<file path="config.mk">
export PLATFORM = sky130hd
export DESIGN_NAME = reg_share_arbiter
export DESIGN_NICKNAME = d
export VERILOG_FILES = /design/src/rtl/reg_share_arbiter.sv
export SDC_FILE = /design/constraint.sdc
export NUM_CORES = 1
export LEC_CHECK = 0
export CAP_MARGIN = 20
export CORE_AREA = 3 3 67 69
export DETAILED_ROUTE_END_ITERATION = 16
export DIE_AREA = 0 0 70 72
export PLACE_DENSITY = 0.75
export SLEW_MARGIN = 20
export SYNTH_ARGS = -nofsm -noshare
export SYNTH_HDL_FRONTEND = slang
export SYNTH_SLANG_ARGS = --single-unit
</file>
<file path="constraint.sdc">
create_clock -name clk -period 5.3 [get_ports clk]
set_input_delay 1.59 -clock clk [delete_from_list [all_inputs] [get_ports clk]]
set_output_delay 1.59 -clock clk [all_outputs]
set_load 0.05 [all_outputs]
</file>
<file path="src/rtl/reg_share_arbiter.sv">
// ============================================================================
// Module   : reg_share_arbiter
// Purpose  : Round-robin arbiter sharing one W-bit register among N async
//            4-phase req/ack requesters.
// Revision : 1.0 - initial release
// ============================================================================
`default_nettype none

module reg_share_arbiter #(
   parameter int N           = 4,
   parameter int W           = 4,
   parameter int SYNC_STAGES = 2,
   parameter int CNT_W       = 8,
   localparam int ID_W       = $clog2(N)
) (
   input  logic              clk,
   input  logic              reset,
   input  logic [N-1:0]      req,
   input  logic [N*W-1:0]    wdata,
   output logic [N-1:0]      ack,
   output logic [W-1:0]      q,
   output logic [ID_W-1:0]   grant_id,
   output logic              busy,
   output logic [CNT_W-1:0]  wr_count
);

   typedef enum logic [1:0] {
      IDLE = 2'd0,
      LOAD = 2'd1,
      HOLD = 2'd2
   } state_t;

   state_t                          state_q, state_d;
   logic [SYNC_STAGES-1:0][N-1:0]   sync_q, sync_d;
   logic [N-1:0]                    sreq;
   logic [N-1:0]                    ack_q, ack_d;
   logic [W-1:0]                    q_q, q_d;
   logic [ID_W-1:0]                 grant_q, grant_d;
   logic [ID_W-1:0]                 last_q, last_d;
   logic [CNT_W-1:0]                cnt_q, cnt_d;
   logic                            busy_q, busy_d;

   logic                            pick_valid;
   logic [ID_W-1:0]                 pick_id;
   logic [ID_W-1:0]                 cand;

   // Stage 0 samples the raw async request; the last stage feeds the FSM.
   always_comb begin
      sync_d = {sync_q[SYNC_STAGES-2:0], req};
   end

   assign sreq = sync_q[SYNC_STAGES-1];

   // Walk from last+N down to last+1 so the nearest candidate after last wins.
   always_comb begin
      pick_valid = 1'b0;
      pick_id    = '0;
      cand       = '0;
      for (int k = N; k >= 1; k--) begin
         cand = ID_W'((int'(last_q) + k) % N);
         if (sreq[cand] && !ack_q[cand]) begin
            pick_valid = 1'b1;
            pick_id    = cand;
         end
      end
   end

   always_comb begin
      state_d = state_q;
      ack_d   = ack_q;
      q_d     = q_q;
      grant_d = grant_q;
      last_d  = last_q;
      cnt_d   = cnt_q;
      case (state_q)
         IDLE: begin
            if (pick_valid) begin
               grant_d = pick_id;
               state_d = LOAD;
            end
         end
         LOAD: begin
            q_d            = wdata[int'(grant_q)*W +: W];
            ack_d[grant_q] = 1'b1;
            cnt_d          = cnt_q + 1'b1;
            state_d        = HOLD;
         end
         HOLD: begin
            if (!sreq[grant_q]) begin
               ack_d[grant_q] = 1'b0;
               last_d         = grant_q;
               state_d        = IDLE;
            end
         end
         default: begin
            state_d = IDLE;
            ack_d   = '0;
         end
      endcase
      busy_d = (state_d != IDLE);
   end

   always_ff @(posedge clk or posedge reset) begin
      if (reset) begin
         state_q <= IDLE;
         sync_q  <= '0;
         ack_q   <= '0;
         q_q     <= '0;
         grant_q <= '0;
         last_q  <= ID_W'(N-1);
         cnt_q   <= '0;
         busy_q  <= 1'b0;
      end else begin
         state_q <= state_d;
         sync_q  <= sync_d;
         ack_q   <= ack_d;
         q_q     <= q_d;
         grant_q <= grant_d;
         last_q  <= last_d;
         cnt_q   <= cnt_d;
         busy_q  <= busy_d;
      end
   end

   assign ack      = ack_q;
   assign q        = q_q;
   assign grant_id = grant_q;
   assign busy     = busy_q;
   assign wr_count = cnt_q;

endmodule

`default_nettype wire
</file>
==> flow_summary.ini, run 1 <==
[place]
dp.cells = 215
hpwl_um = 2480
numPortBuffers = 40
gp_congestion = 0.820
placed_area_um2 = 2010

[route]
drt_wl_total_um = 3200
drtAntennaViolNets = 0
drtPass1Iterations = 4
num_vias = 1150
viasPerCell = 5.16
drc = 0
first_iter_violations = 45
wl_per_cell_um = 14.4

[global_route]
gr-total-overflow = 0
grt_pass1_vias = 1177
grt_pass1_wl_um = 5400
grt.total_usage_pct = 13.8
grt_max_degree = 32
grt_antenna_before_repair = 0

[clock_network]
cts_max_level = 2
clk_pin_slew_ns = 0.06
hold_buffers = 0
cts_setup_buffers = 0
cts_root_buffer = clkbuf_8
cts_buffers = 5
cts_resized = 0
clockBufferDepth = 2
clk_latency_ns = 0.28
cts.sinks = 31
cts_tree = yes

[synth]
syn_nets = 157
ys_seq_elements = 31
ys_warn_count = 0
synth.yosys.seq_area_share_pct = 49.3
avgSynthCellArea_um2 = 12.1
async_flop_share_pct = 100
netlist_instances = 130
synth_edf_count = 0
syn-cell-area_um2 = 1580
synth.distinct_cells = 36
ys.flop_type = dfrtp_1

[job]
max_cap_viol_count = 0

[worst_setup_path]
crit_required_ns = 3.71
crit_slowest_cell = clkdlybuf4s50_1
cp-end-kind = primary output
cp_max_fo = 16
crit_family = buffers and inverters
arrival_ns = 1.95
path_buf_inv = 1
crit_type = register to primary output
critical_path.cell_chain = clkdlybuf4s50_1
startpoint_type = register
max_stage_delay_ns = 0.93

[sta]
setup_viol = 0
hold_viol = 0
fmax_ghz = 0.282
rsz0062_at_grt = false
worstMarginPinSlew_ns = 0.633
maxSlewHeadroom_pct = 57.8
skew_ns = 0.00753
post-route-period-util_pct = 66.8
fin_crit_ns = 3.54
slew_viol_final = 0
final.setup.tns_ns = 0

[die]
die_w_um = 70
start_util_pct = 39.8
core_um2 = 3970
ioPinCount = 41
num_rows = 23
die_h_um = 72
dieArea_um2 = 5040

[finish]
syn2layout_area_growth_pct = 32.7
finalNetCount = 199
final_core_util_pct = 52.8
multiInputGateArea_um2 = 741
layoutNonFillerInstCount = 223
final_area_um2 = 2100
n_antenna_cell = 0
n_fill_cell = 339
layout-drive-gt1-share_pct = 14.5
regArea_um2 = 778

[power]
leakage_uw = 0.000868
power.density_nw_per_um2 = 621
ir_worst_vdd_v = 0.000378

[hold_path]
hold_path.class = register to register

[outcome]
status = completed
==> state kept, by name, indices dropped and copies added (netlist names) <==
signal and flops:
wr_count 8, ack 4, q 4, sreq 4
sync_d 4, grant_id 2, last_q 2, state_q 2
busy 1
==> routing by layer <==
| layer | track usage [%] | wire length [um] |
|---|---|---|
| met1 | 15.2 | 1350 |
| met4 | 6.60 | 80 |
| met5 | 0 | 0 |
| met3 | 4.16 | 144 |
| met2 | 24.3 | 1630 |
==> path summary, 6_finish.rpt <==
check,end,depth (start not counted),start,slack [ns]
worst min-delay path,sreq[0]$_DFF_PP0_,0,sync_d[4]$_DFF_PP0_,0.35
max in group asynchronous,q[2]$_DFFE_PP0P_,2,reset,3.20
worst min register to register,sreq[0]$_DFF_PP0_,0,sync_d[4]$_DFF_PP0_,0.35
min in group asynchronous,wr_count[5]$_DFFE_PP0P_,2,reset,1.70
worst max register to register,wr_count[7]$_DFFE_PP0P_,6,state_q[1]$_DFF_PP0_,3.32
worst max-delay path,grant_id[0],1,grant_id[0]$_DFFE_PP0P_,1.76
==> layout by cell type (no fill, tap or decap), types with 4 or more instances in the layout <==
master           Yosys  routed
nor2_1               5       5
inv_1                8       7
nor2b_1              5       5
xnor2_1              6       6
a21oi_1              8       8
a32o_1               4       4
clkbuf_8             0       5
ha_1                 5       5
nand2_1              8       8
o21ai_0              4       4
dfrtp_1             29      29
nand2b_1             4       4
clkdlybuf4s50_1      0      40
mux2_2               5       5
mux4_2               4       4
==> layout make-up <==
cell class	count	area share (%)
clock buffer	5	3.28
clock inverter	3	0.716
inverter	8	1.43
multi-input combinational	86	35.3
sequential	31	37.1
tap	50	2.99
timing repair buffer	40	19.1
==> through the flow <==
step / hold WS [ns] / setup slack (ns) / power, uW
final: 0.348 / 1.76 / 1300
after global routing: 0.358 / 1.66 / 1380
after CTS: 0.349 / 1.72 / 1310
after detailed placement: 0.335 / 2.03 / 1130
after global placement: 0.334 / 2.05 / 1110
after floorplan: 0.331 / 2.89 / 935
==> where the power goes <==
group	switching, uW	internal [uW]
Clock	84.1	89.5
Combinational	408	292
Sequential	108	318
Total	601	700
==> cell families (layout without fill, tap and decap cells) <==
| group | Yosys count | after routing | share of synthesized area [%] |
|---|---|---|---|
| AOI/OAI and AO/OA | 29 | 29 | 15.5 |
| muxes | 15 | 15 | 13.9 |
| adders and majority gates | 5 | 5 | 3.96 |
| and+or+nand+nor | 30 | 30 | 9.67 |
| buffers and inverters | 13 | 56 | 3.80 |
| xor gates and xnor gates | 7 | 7 | 3.88 |
| DFF | 31 | 31 | 49.3 |
==> Yosys cell counts, types with 2 or more instances <==
master | number | area share [%]
dfrtp_1 | 29 | 46
a21oi_1 | 8 | 2.5
inv_1 | 8 | 1.9
nand2_1 | 8 | 1.9
xnor2_1 | 6 | 3.3
ha_1 | 5 | 4.0
mux2_2 | 5 | 3.6
nor2_1 | 5 | 1.2
nor2b_1 | 5 | 2.0
a32o_1 | 4 | 2.5
mux4_2 | 4 | 5.7
nand2b_1 | 4 | 1.6
o21ai_0 | 4 | 1.3
buf_2 | 3 | 0.95
nand4_1 | 3 | 1.2
o21ai_1 | 3 | 0.95
and3_1 | 2 | 0.79
dfstp_2 | 2 | 3.3
mux2_1 | 2 | 1.4
mux2_4 | 2 | 1.9
mux2i_1 | 2 | 1.3
nand3_1 | 2 | 0.63
(Power assumes the default switching activity.)
==> inputs of run 2 (changes only) <==
--- a/config.mk
+++ b/config.mk
@@ -9,7 +9,7 @@
 export CORE_AREA = 3 3 67 69
 export DETAILED_ROUTE_END_ITERATION = 16
 export DIE_AREA = 0 0 70 72
-export PLACE_DENSITY = 0.75
+export PLACE_DENSITY = 0.78
 export SLEW_MARGIN = 20
 export SYNTH_ARGS = -nofsm -noshare
 export SYNTH_HDL_FRONTEND = slang
==> constraint.sdc (replaced) <==
create_clock -name clk -period 2.9 [get_ports clk]
set_input_delay 0.87 -clock clk [delete_from_list [all_inputs] [get_ports clk]]
set_output_delay 0.87 -clock clk [all_outputs]
set_load 0.05 [all_outputs]
==> run 2 against run 1 <==
  * Global-route usage is 1.2 points higher
  * Worst hold slack better by 0.0023 ns
  * Register-to-register slack lost 2.4 ns
  * Clock-buffer cell count is the same
  * Non-clock buffer count rose by 2
  * Final area up 3.1%
  * Critical endpoint is now wr_count[0]
  * Largest cell class unchanged
==> flow_summary.ini, run 2 (synthesis gave the netlist of run 1 again) <==
[worst_setup_path]
rrSetupSlack_ns = 0.91
critical_path.cell_chain = clkdlybuf4s50_1
timing.rr.end = ack[3]$_DFFE_PP0P_
arrival_ns = 1.59
crit_cells = 1
r2r_start = state_q[0]$_DFF_PP0_
crit_required_ns = 2.03
max_stage_delay_ns = 0.85
reg2reg_depth = 6
startpoint_type = register
startpoint = wr_count[0]$_DFFE_PP0P_
path_buf_inv = 1
crit_family = buffers and inverters
cp_max_fo = 6
cp-end-kind = primary output
crit_type = register to primary output
crit_slowest_cell = clkdlybuf4s50_1

[place]
gp_congestion = 0.814
numPortBuffers = 40
pre_cts_ws_ns = 0.745
hpwl_um = 2530

[hold_path]
hold_path.class = register to register
holdPathStages = 0
hp-start = sync_d[7]$_DFF_PP0_
holdPathEnd = sreq[3]$_DFF_PP0_

[die]
num_rows = 23
die_h_um = 72
ioPinCount = 41
dieArea_um2 = 5040
core_um2 = 3970
start_util_pct = 39.8
die_w_um = 70

[route]
drt_wl_total_um = 3460
drtAntennaViolNets = 0
viasPerCell = 5.31
drtPass1Iterations = 5
first_iter_violations = 15
num_vias = 1195
drc = 0
wl_per_cell_um = 15.4

[global_route]
gr-total-overflow = 0
grt_util_met2_pct = 26.7
grt.busiest_layer = met2
grt_pass1_vias = 1279
grt.total_usage_pct = 15.0
grtUsageMet1_pct = 17.0
grt_antenna_before_repair = 0
grtUsageMet3_pct = 3.19
grt_max_degree = 32
grt_pass1_wl_um = 6000

[clock_network]
cts_tree = yes
cts_setup_buffers = 0
cts_resized = 0
clk_latency_ns = 0.29
clockBufferDepth = 2
clk_pin_slew_ns = 0.07
cts_buffers = 5
cts_root_buffer = clkbuf_8
hold_buffers = 0
cts.sinks = 31
cts_max_level = 2

[finish]
syn2layout_area_growth_pct = 36.8
layout-drive-gt1-share_pct = 15.4
largest_register_ffs = 8
finalNetCount = 201
n_fill_cell = 331
n_antenna_cell = 0
final_common_cell = clkdlybuf4s50_1
layout_common_cells = 39 x clkdlybuf4s50_1, 29 x dfrtp_1, 8 x nand2_1, 8 x a21oi_1, 8 x inv_1
regArea_um2 = 778
multiInputGateArea_um2 = 741

[power]
power.total_uw = 2600
power.density_nw_per_um2 = 1200
ir_worst_vdd_v = 0.000609
p_clk_share_pct = 20.0
switching_share_pct = 43.7
p_int_uw = 1460
power_switching_uw = 1140
combPwrFrac_pct = 51.1
leakage_uw = 0.000896
seqPwrFrac_pct = 28.9

[sta]
fmax_ghz = 0.406
worstMarginPinSlew_ns = 0.654
fin_ws_ns = 0.438
hold_viol = 0
skew_ns = 0.00733
final.setup.tns_ns = 0
maxSlewHeadroom_pct = 56.4
fin_crit_ns = 2.46
post-route-period-util_pct = 84.9
rsz0062_at_grt = false
setup_viol = 0
slew_viol_final = 0

[outcome]
status = completed

[job]
max_cap_viol_count = 0
[run 2: cell types whose count changed in the layout (fill, tap and decap cells not counted)]
cell	delta
buf_4	+3
bufinv_16	+2
clkdlybuf4s50_1	-1
clkinv_2	-3
clkinvlp_4	+1
inv_1	+1
inv_2	-1
[run 2: through the flow]
stage,utilization [%],instance area (um2),hold WS (ns),std cells
after floorplan,-,1580,0.331,130
after global placement,51.0,2020,0.333,217
after detailed placement,51.0,2020,0.335,217
after CTS,54.4,2160,0.350,225
after global routing,54.4,2160,0.356,225
final,54.4,2160,0.350,225
[run 2: worst max path at each step]
stage	to	slack (ns)
3_5_place_dp	wr_count[0]	0.75
2_1_floorplan	q[0]$_DFFE_PP0P_	1.01
3_3_place_gp	wr_count[0]	0.78
5_1_grt	wr_count[0]	0.37
6_report	wr_count[0]	0.44
4_1_cts	wr_count[0]	0.42
[run 2: power by group through the flow]
stage	registers [uW]	clock network, uW	logic, uW
4_1_cts	751	523	1340
6_report	751	520	1330
5_1_grt	782	545	1420
3_3_place_gp	744	0	1290
3_5_place_dp	755	0	1330
2_1_floorplan	1060	0	644
[run 2: final cells by class]
class                           count  share of cell area (%)
Clock buffer                        5                    3.18
Clock inverter                      3                    3.13
Inverter                            8                    1.39
Multi-Input combinational cell     86                    34.3
Sequential cell                    31                    36.0
Tap cell                           50                    2.90
Timing Repair Buffer               42                    19.1
[run 2: per-layer routing]
metal  share of wire [%]  vias to the layer above  wire, um
met4                 1.8                        0        63
met5                   0                        -         0
li1                    -                      557         -
met3                 5.1                        7       175
met1                  39                      597      1370
met2                  54                       34      1850
